**config.mk**
```make
export PLATFORM = sky130hd
export DESIGN_NAME = mac_result_accumulator
export DESIGN_NICKNAME = d
export VERILOG_FILES = /design/src/rtl/mac_result_accumulator_pkg.sv /design/src/rtl/mac_sat_add.sv /design/src/rtl/mac_result_accumulator.sv
export SDC_FILE = /design/constraint.sdc
export NUM_CORES = 1
export LEC_CHECK = 0
export BUFFER_PORTS_ARGS = -buffer_cell sky130_fd_sc_hd__buf_2
export CAP_MARGIN = 20
export CORE_MARGIN = 4
export CORE_UTILIZATION = 30
export DETAILED_ROUTE_END_ITERATION = 16
export SYNTH_ARGS = -nofsm -noshare
export SYNTH_HDL_FRONTEND = slang
export SYNTH_SLANG_ARGS = --single-unit
```
**constraint.sdc**
```tcl
create_clock -name clk -period 3.1 [get_ports clk]
set_input_delay 0.62 -clock clk [delete_from_list [all_inputs] [get_ports clk]]
set_output_delay 0.62 -clock clk [all_outputs]
set_load 0.01 [all_outputs]
```
**src/rtl/mac_result_accumulator_pkg.sv**
```systemverilog
// Shared types and parameter sanity helpers for the mac result accumulator.
// State encodings are fixed so benches and probes can decode them directly.
package mac_result_accumulator_pkg;

  typedef enum logic [1:0] {
    StIdle  = 2'd0,
    StAccum = 2'd1,
    StHold  = 2'd2
  } acc_state_e;

  function automatic bit params_ok(int unsigned in_width, int unsigned acc_width,
                                   int unsigned vec_len);
    return (acc_width >= in_width) && (vec_len >= 1);
  endfunction

endpackage

```
**src/rtl/mac_sat_add.sv**
```systemverilog
// Unsigned saturating adder: ACC_WIDTH accumulator plus IN_WIDTH addend,
// clamped to all-ones on carry-out, with the carry reported as overflow.
module mac_sat_add #(
  parameter int unsigned IN_WIDTH  = 8,
  parameter int unsigned ACC_WIDTH = 12
) (
  input  logic [ACC_WIDTH-1:0] acc_i,
  input  logic [IN_WIDTH-1:0]  add_i,
  output logic [ACC_WIDTH-1:0] sum_o,
  output logic                 ovf_o
);

  logic [ACC_WIDTH:0] raw_sum;

  // ACC_WIDTH >= IN_WIDTH, so a single carry bit captures every overflow.
  always_comb begin
    raw_sum = {1'b0, acc_i} + (ACC_WIDTH + 1)'(add_i);
    ovf_o   = raw_sum[ACC_WIDTH];
    sum_o   = ovf_o ? {ACC_WIDTH{1'b1}} : raw_sum[ACC_WIDTH-1:0];
  end

endmodule

```
**src/rtl/mac_result_accumulator.sv**
```systemverilog
// Sums VEC_LEN mac results into one saturating dot-product term and holds it
// on a registered valid/ready output until the consumer takes it.
module mac_result_accumulator
  import mac_result_accumulator_pkg::*;
#(
  parameter int unsigned IN_WIDTH  = 8,
  parameter int unsigned ACC_WIDTH = 12,
  parameter int unsigned VEC_LEN   = 4,
  localparam int unsigned CNT_WIDTH = $clog2(VEC_LEN + 1)
) (
  input  logic                 clk,
  input  logic                 reset,
  input  logic [IN_WIDTH-1:0]  in_data,
  input  logic                 in_valid,
  output logic                 in_ready,
  input  logic                 clear,
  output logic [ACC_WIDTH-1:0] out_data,
  output logic                 out_valid,
  input  logic                 out_ready,
  output logic                 out_sat,
  output logic [CNT_WIDTH-1:0] beat_cnt
);

  if (!params_ok(IN_WIDTH, ACC_WIDTH, VEC_LEN)) begin : g_bad_params
    $error("mac_result_accumulator: need ACC_WIDTH >= IN_WIDTH and VEC_LEN >= 1");
  end

  localparam logic [CNT_WIDTH-1:0] LastBeat = CNT_WIDTH'(VEC_LEN - 1);
  localparam bit SingleBeat = (VEC_LEN == 1);

  acc_state_e           state_q, state_d;
  logic [ACC_WIDTH-1:0] acc_q, acc_d;
  logic                 sat_q, sat_d;
  logic [CNT_WIDTH-1:0] beat_cnt_q, beat_cnt_d;
  logic [ACC_WIDTH-1:0] out_data_q, out_data_d;
  logic                 out_valid_q, out_valid_d;
  logic                 out_sat_q, out_sat_d;

  logic                 accept;
  logic [ACC_WIDTH-1:0] add_sum;
  logic                 add_ovf;
  logic [ACC_WIDTH-1:0] in_data_ext;

  assign in_ready    = (state_q != StHold) && !clear;
  assign accept      = in_valid && in_ready;
  assign in_data_ext = ACC_WIDTH'(in_data);

  mac_sat_add #(
    .IN_WIDTH  (IN_WIDTH),
    .ACC_WIDTH (ACC_WIDTH)
  ) u_sat_add (
    .acc_i (acc_q),
    .add_i (in_data),
    .sum_o (add_sum),
    .ovf_o (add_ovf)
  );

  always_comb begin
    state_d     = state_q;
    acc_d       = acc_q;
    sat_d       = sat_q;
    beat_cnt_d  = beat_cnt_q;
    out_data_d  = out_data_q;
    out_valid_d = out_valid_q;
    out_sat_d   = out_sat_q;

    if (clear) begin
      // Abort drops the partial vector and any pending result; out_data is kept.
      state_d     = StIdle;
      acc_d       = '0;
      sat_d       = 1'b0;
      beat_cnt_d  = '0;
      out_valid_d = 1'b0;
      out_sat_d   = 1'b0;
    end else begin
      unique case (state_q)
        StIdle: begin
          if (accept) begin
            acc_d      = in_data_ext;
            sat_d      = 1'b0;
            beat_cnt_d = CNT_WIDTH'(1);
            if (SingleBeat) begin
              out_data_d  = in_data_ext;
              out_sat_d   = 1'b0;
              out_valid_d = 1'b1;
              beat_cnt_d  = '0;
              state_d     = StHold;
            end else begin
              state_d = StAccum;
            end
          end
        end

        StAccum: begin
          if (accept) begin
            acc_d      = add_sum;
            sat_d      = sat_q | add_ovf;
            beat_cnt_d = beat_cnt_q + CNT_WIDTH'(1);
            if (beat_cnt_q == LastBeat) begin
              out_data_d  = add_sum;
              out_sat_d   = sat_q | add_ovf;
              out_valid_d = 1'b1;
              beat_cnt_d  = '0;
              state_d     = StHold;
            end
          end
        end

        StHold: begin
          if (out_ready) begin
            out_valid_d = 1'b0;
            acc_d       = '0;
            state_d     = StIdle;
          end
        end

        default: begin
          state_d     = StIdle;
          acc_d       = '0;
          sat_d       = 1'b0;
          beat_cnt_d  = '0;
          out_valid_d = 1'b0;
        end
      endcase
    end
  end

  always_ff @(posedge clk) begin
    if (!reset) begin
      state_q     <= StIdle;
      acc_q       <= '0;
      sat_q       <= 1'b0;
      beat_cnt_q  <= '0;
      out_data_q  <= '0;
      out_valid_q <= 1'b0;
      out_sat_q   <= 1'b0;
    end else begin
      state_q     <= state_d;
      acc_q       <= acc_d;
      sat_q       <= sat_d;
      beat_cnt_q  <= beat_cnt_d;
      out_data_q  <= out_data_d;
      out_valid_q <= out_valid_d;
      out_sat_q   <= out_sat_d;
    end
  end

  assign out_data  = out_data_q;
  assign out_valid = out_valid_q;
  assign out_sat   = out_sat_q;
  assign beat_cnt  = beat_cnt_q;

endmodule

```
**Word-level counts from Yosys, hierarchy flattened**

Cells that the tools add are included.
W data, S select, Z words.

- $lt $le $gt $ge: 0
- Divide/modulo/power cells: 0
- Reductions and logical operators: 11
- Mux-type cells: 21
- Bitwise gates (word level): 5
- Shifts and indexed selects: 0
- Multipliers: 0
- Add/sub/neg operators: 2
- Equality and inequality tests: 8

Operators by type and width:

| cell | number |
|---|---|
| $mux W12 | 4 |
| $pmux W12 S3 | 1 |
| $add A12 B8 Y13 | 1 |
| $reduce_and A4 Y1 | 3 |
| $ne A2 B2 Y1 const B | 5 |
| $mux W3 | 3 |
| $pmux W3 S3 | 1 |
| $reduce_and A3 Y1 | 3 |
| $mux W2 | 4 |
| $pmux W1 S3 | 2 |
| $pmux W2 S3 | 1 |
| $mux W1 | 5 |
| $not A1 Y1 | 4 |
| $add A3 B1 Y3 const B | 1 |
| $eq A3 B2 Y1 const B | 1 |
| $eq A2 B1 Y1 const B | 1 |
| $eq A2 B2 Y1 const B | 1 |
| $logic_and A1 B1 Y1 | 2 |
| $logic_not A2 Y1 | 1 |
| $reduce_or A2 Y1 | 1 |
| $logic_not A1 Y1 | 1 |
| $or A1 B1 Y1 | 1 |

- Bits in read-only memories: 0
- Input port bits: 13
- Flip-flop bits (word level): 32
- Output and inout port bits: 18
- Word-level logic and storage cells: 54
- Bits in writable memories: 0
- Memories kept: 0
- Latch bits: 0

**Logic depth before layout (Yosys ltp)**

- Word-level depth: 5
- Depth in mapped cells: 8
- Depth with buffers taken out: 7

**Cells and area by module**

From an unflattened synthesis, not the netlist that was laid out.

- Cells, all modules: 222
- Area total of the unflattened synthesis: 1983.2 sq um

By module, submodules not included:

| module | seq. area each (sq um) | area each (sq um) | cells each | instances |
|---|---|---|---|---|
| mac_result_accumulator | 640.6 | 1488.9 | 151 | 1 |
| mac_sat_add | 0.0 | 494.2 | 71 | 1 |

**Worst setup path after synthesis**

OpenSTA, ideal clock, no wires.

- Kind: input to register
- From: in in_data[0]
- To: reg acc_q[9]
- Stages: 8
- Required time: 2.980 ns
- Path buffers: 1
- Setup slack: 0.481 ns
- Library setup time: 0.120 ns
- Arrival time: 2.499 ns
- Path through: ha_1 -> fa_1 -> a211oi_2 -> o211ai_2 -> and2_4 -> buf_6 -> a221o_1 -> o31a_1

- Longest elaborated chain between the ends: 4

Ends and longest elaborated chain:

| element | RTL line | RTL |
|---|---|---|
| start, declared | mac_result_accumulator.sv:13 | `input logic [IN_WIDTH-1:0] in_data,` |
| $add A12 B8 Y13 | mac_sat_add.sv:17 | `raw_sum = {1'b0, acc_i} + (ACC_WIDTH + 1)'(add_i);` |
| $mux W12 | mac_sat_add.sv:19 | `sum_o = ovf_o ? {ACC_WIDTH{1'b1}} : raw_sum[ACC_WIDTH-1:0];` |
| $mux W12 | mac_result_accumulator.sv:95 | `if (accept) begin` |
| $pmux W12 S3 | mac_result_accumulator.sv:76 | `unique case (state_q)` |
| end signal, assigned | mac_result_accumulator.sv:131 | `acc_q <= '0;` |
| end signal, assigned | mac_result_accumulator.sv:139 | `acc_q <= acc_d;` |
| end, declared | mac_result_accumulator.sv:32 | `logic [ACC_WIDTH-1:0] acc_q, acc_d;` |

No other way between the ends. The select of a mux whose other input is x is not followed.
A chain may end at the register's enable or synchronous reset.

**Final worst setup path**

- From: in in_data[0]
- To: reg out_data_q[11], in the netlist out_data[11]

- Longest elaborated chain between the ends: 2

Ends and longest elaborated chain:

| element | RTL line | RTL |
|---|---|---|
| $add A12 B8 Y13 | mac_sat_add.sv:17 |  |
| $mux W12 | mac_sat_add.sv:19 |  |
| end signal, assigned | mac_result_accumulator.sv:142 | `out_data_q <= out_data_d;` |
| end, declared | mac_result_accumulator.sv:35 | `logic [ACC_WIDTH-1:0] out_data_q, out_data_d;` |

No other way between the ends.

==> results.json <==
{
  "outcome": "complete, no violations",
  "gp_congestion": 0.818,
  "clk_path_buf_depth": 2,
  "clock_latency_ns": 0.29,
  "io_pins": 31,
  "fp-row-count": 28,
  "start_util_pct": 31.4,
  "drv_slew": 0,
  "routed_via_density": 5.32,
  "vias": 1757,
  "grt_setup_unrepaired": "false",
  "fillers": 631,
  "maxCapViolations": 0,
  "seq_area_um2": 641,
  "htreeDepth": 2,
  "multi_input_comb_area_mm2": 0.00116,
  "fmax_mhz": 399,
  "synth.top_cell.area_share_pct": 34.1,
  "tightest_slew_ns": 0.639,
  "worstPathCellList": "buf_2, ha_1, fa_1, a211oi_2, o211ai_2, nand2_1, or4b_1, and3_1",
  "ant_nets": 0,
  "cts_hold_buf": 0,
  "root_buffer": "clkbuf_8",
  "critical_path_required_ns": 3.29,
  "first_iter_violations": 131,
  "avgSynthCellArea_um2": 8.21,
  "power_leakage_nw": 0.955,
  "ys_seq_area_share_pct": 34.1,
  "grt_pass1_wl_um": 8250,
  "hold_path_class": "reg2reg",
  "cp_max_fo": 6,
  "cts_tree": "yes",
  "globalRouteOverflowTotal": 0,
  "syn_inst": 229,
  "crit_type": "in2reg",
  "synth_area_leaders": "dfxtp_1 34%, o21ai_0 6.7%, ha_1 6.0%",
  "setup_viol": 0,
  "nets": 278,
  "critical_path_arrival_ns": 2.69,
  "first_pass_iters": 4,
  "track_usage_pct": 13.8,
  "die_h_um": 87.1,
  "stdcell_area_mm2": 0.00217,
  "postCtsSetupBuffers": 0,
  "drive_above_1_share_pct": 18.8,
  "cts_resized": 0,
  "n_antenna_cell": 0,
  "yosys.area.top_type": "dfxtp_1",
  "core_mm2": 0.00599,
  "endpoint_kind": "register",
  "setup_tns_ns": 0,
  "numCtsBuffers": 5,
  "die_area_mm2": 0.00759,
  "place_area_mm2": 0.00208,
  "port_buffers": 30,
  "synth_edf_count": 0,
  "synth_async_sr_flop_share_pct": 0,
  "final_hold_viol_count": 0,
  "ys_warn_count": 0,
  "dp_hpwl_um": 3660,
  "antenna_found_initial": 0,
  "critPathTopFamily": "simple AND/OR/NAND/NOR gates",
  "die_w_um": 87.1,
  "synth_area_mm2": 0.00188,
  "cpMaxStageDelayCell": "or4b_1",
  "layout_worst_path_cycle_share_pct": 80.8,
  "cts.clk_slew.worst_paths_ns": 0.07,
  "drc_errors": 0,
  "min_period_ns": 2.50,
  "synthToLayoutAreaGrowth_pct": 15.6,
  "power_density_mw_per_mm2": 399,
  "grt_pass1_vias": 1667,
  "max_stage_delay_ns": 0.44,
  "slew_headroom_pct": 57.3,
  "wl_per_cell_um": 14.9,
  "synth_seq_cells": 32,
  "synthDistinctLibCells": 50,
  "cts.sinks": 32,
  "max-vdd-ir-drop_uv": 251,
  "worstPathBufferInverterCount": 1,
  "syn_nets": 252,
  "totalWireLength_um": 4930,
  "grt_max_degree": 21,
  "start_kind": "primary input",
  "finClkSkew_ns": 0.00523,
  "synth_top_flop_cell": "dfxtp_1"
}
==> area by class of cell <==
class,instances,share of cell area [%]
timing repair buffer,32,7.60
tap,75,4.32
sequential,32,29.5
inverter,5,0.864
clock buffer,7,4.43
multi-input combinational,179,53.3
==> registers in the layout, summed over array words and instances, names as in the netlist <==
signal     cells
state_q        2
sat_q          1
out_sat        1
acc_q         12
out_valid      1
out_data      12
beat_cnt       3
==> cells in the final DEF (no fill, tap or decap), types with 2 or more instances in the layout <==
cell type | Yosys | routed
a211oi_1 | 2 | 2
a21o_1 | 5 | 5
a21oi_1 | 20 | 20
a221o_1 | 2 | 2
a22oi_1 | 4 | 4
a31oi_1 | 9 | 9
and2_1 | 2 | 2
and3_1 | 5 | 5
buf_2 | 1 | 30
buf_4 | 1 | 2
clkbuf_8 | 0 | 7
dfxtp_1 | 32 | 32
ha_1 | 9 | 9
inv_1 | 5 | 5
nand2_1 | 12 | 12
nand2b_1 | 3 | 3
nand3_1 | 6 | 6
nand4_1 | 2 | 2
nor2_1 | 26 | 26
nor2b_1 | 3 | 3
nor3_1 | 4 | 4
nor3b_1 | 4 | 4
o211a_1 | 4 | 4
o211ai_1 | 2 | 2
o21ai_0 | 25 | 25
o31ai_1 | 2 | 2
or3_1 | 2 | 2
xnor2_1 | 4 | 4
xor2_1 | 2 | 2
==> through the flow <==
step           hold WS (ns)  total power [mW]  std cells  util [%]  setup slack, ns
6_report              0.462             0.867        330      36.3            0.595
5_1_grt               0.489             0.904        330      36.3            0.474
4_1_cts               0.466             0.872        330      36.3            0.606
3_5_place_dp          0.450             0.513        323      34.7            0.321
3_3_place_gp          0.439             0.513        323      34.7            0.327
2_1_floorplan         0.429             0.485        229         -            0.481
==> cells in the mapped netlist, drive strengths merged (4+ instances only) <==
cell and number:
inv 5, nand2 12, ha 9, nor3 4, a21o 5, a22oi 4
xnor2 4, o211a 4, a31oi 9, and3 5, nand3 6, o21ai 26
a21oi 21, dfxtp 32, nor2 26, clkbuf 10, nor3b 5
==> final timing paths <==
kind                            startpoint            to  slack, ns  depth (start not counted)
worst min register to register    acc_q[4]      acc_q[4]       0.46                          1
worst max-delay path            in_data[0]  out_data[11]       0.60                          8
worst max register to register    acc_q[0]  out_data[11]       0.70                          7
worst min-delay path              acc_q[4]      acc_q[4]       0.46                          1
==> routing by layer <==
metal  vias to the layer above  global-route usage [%]  routed length (um)  part of all wire, %
li1                        896                       -                   -                    -
met1                       814                    18.8                2330                   47
met2                        41                    21.4                2290                   46
met3                         6                    4.35                 263                  5.3
met4                         0                    3.35                  48                 0.97
met5                         -                       0                   0                    0
==> kinds of logic after synthesis <==
family          count (synthesis)  synth area share (%)
buf+inv                        18                  4.26
fa+ha+maj                      10                  7.06
compound gates                 87                  30.6
xor+xnor                        6                  2.80
flops                          32                  34.1
simple gates                   76                  21.2
==> power breakdown <==
part           leakage [nW]  switching, mW  internal [mW]  total [mW]
Sequential            0.258        0.00468          0.414       0.419
Combinational         0.646         0.0527         0.0334      0.0862
Clock                0.0503          0.163          0.198       0.361
Total                 0.955          0.221          0.646       0.867
Note: power is estimated with default switching activity, not from simulation.
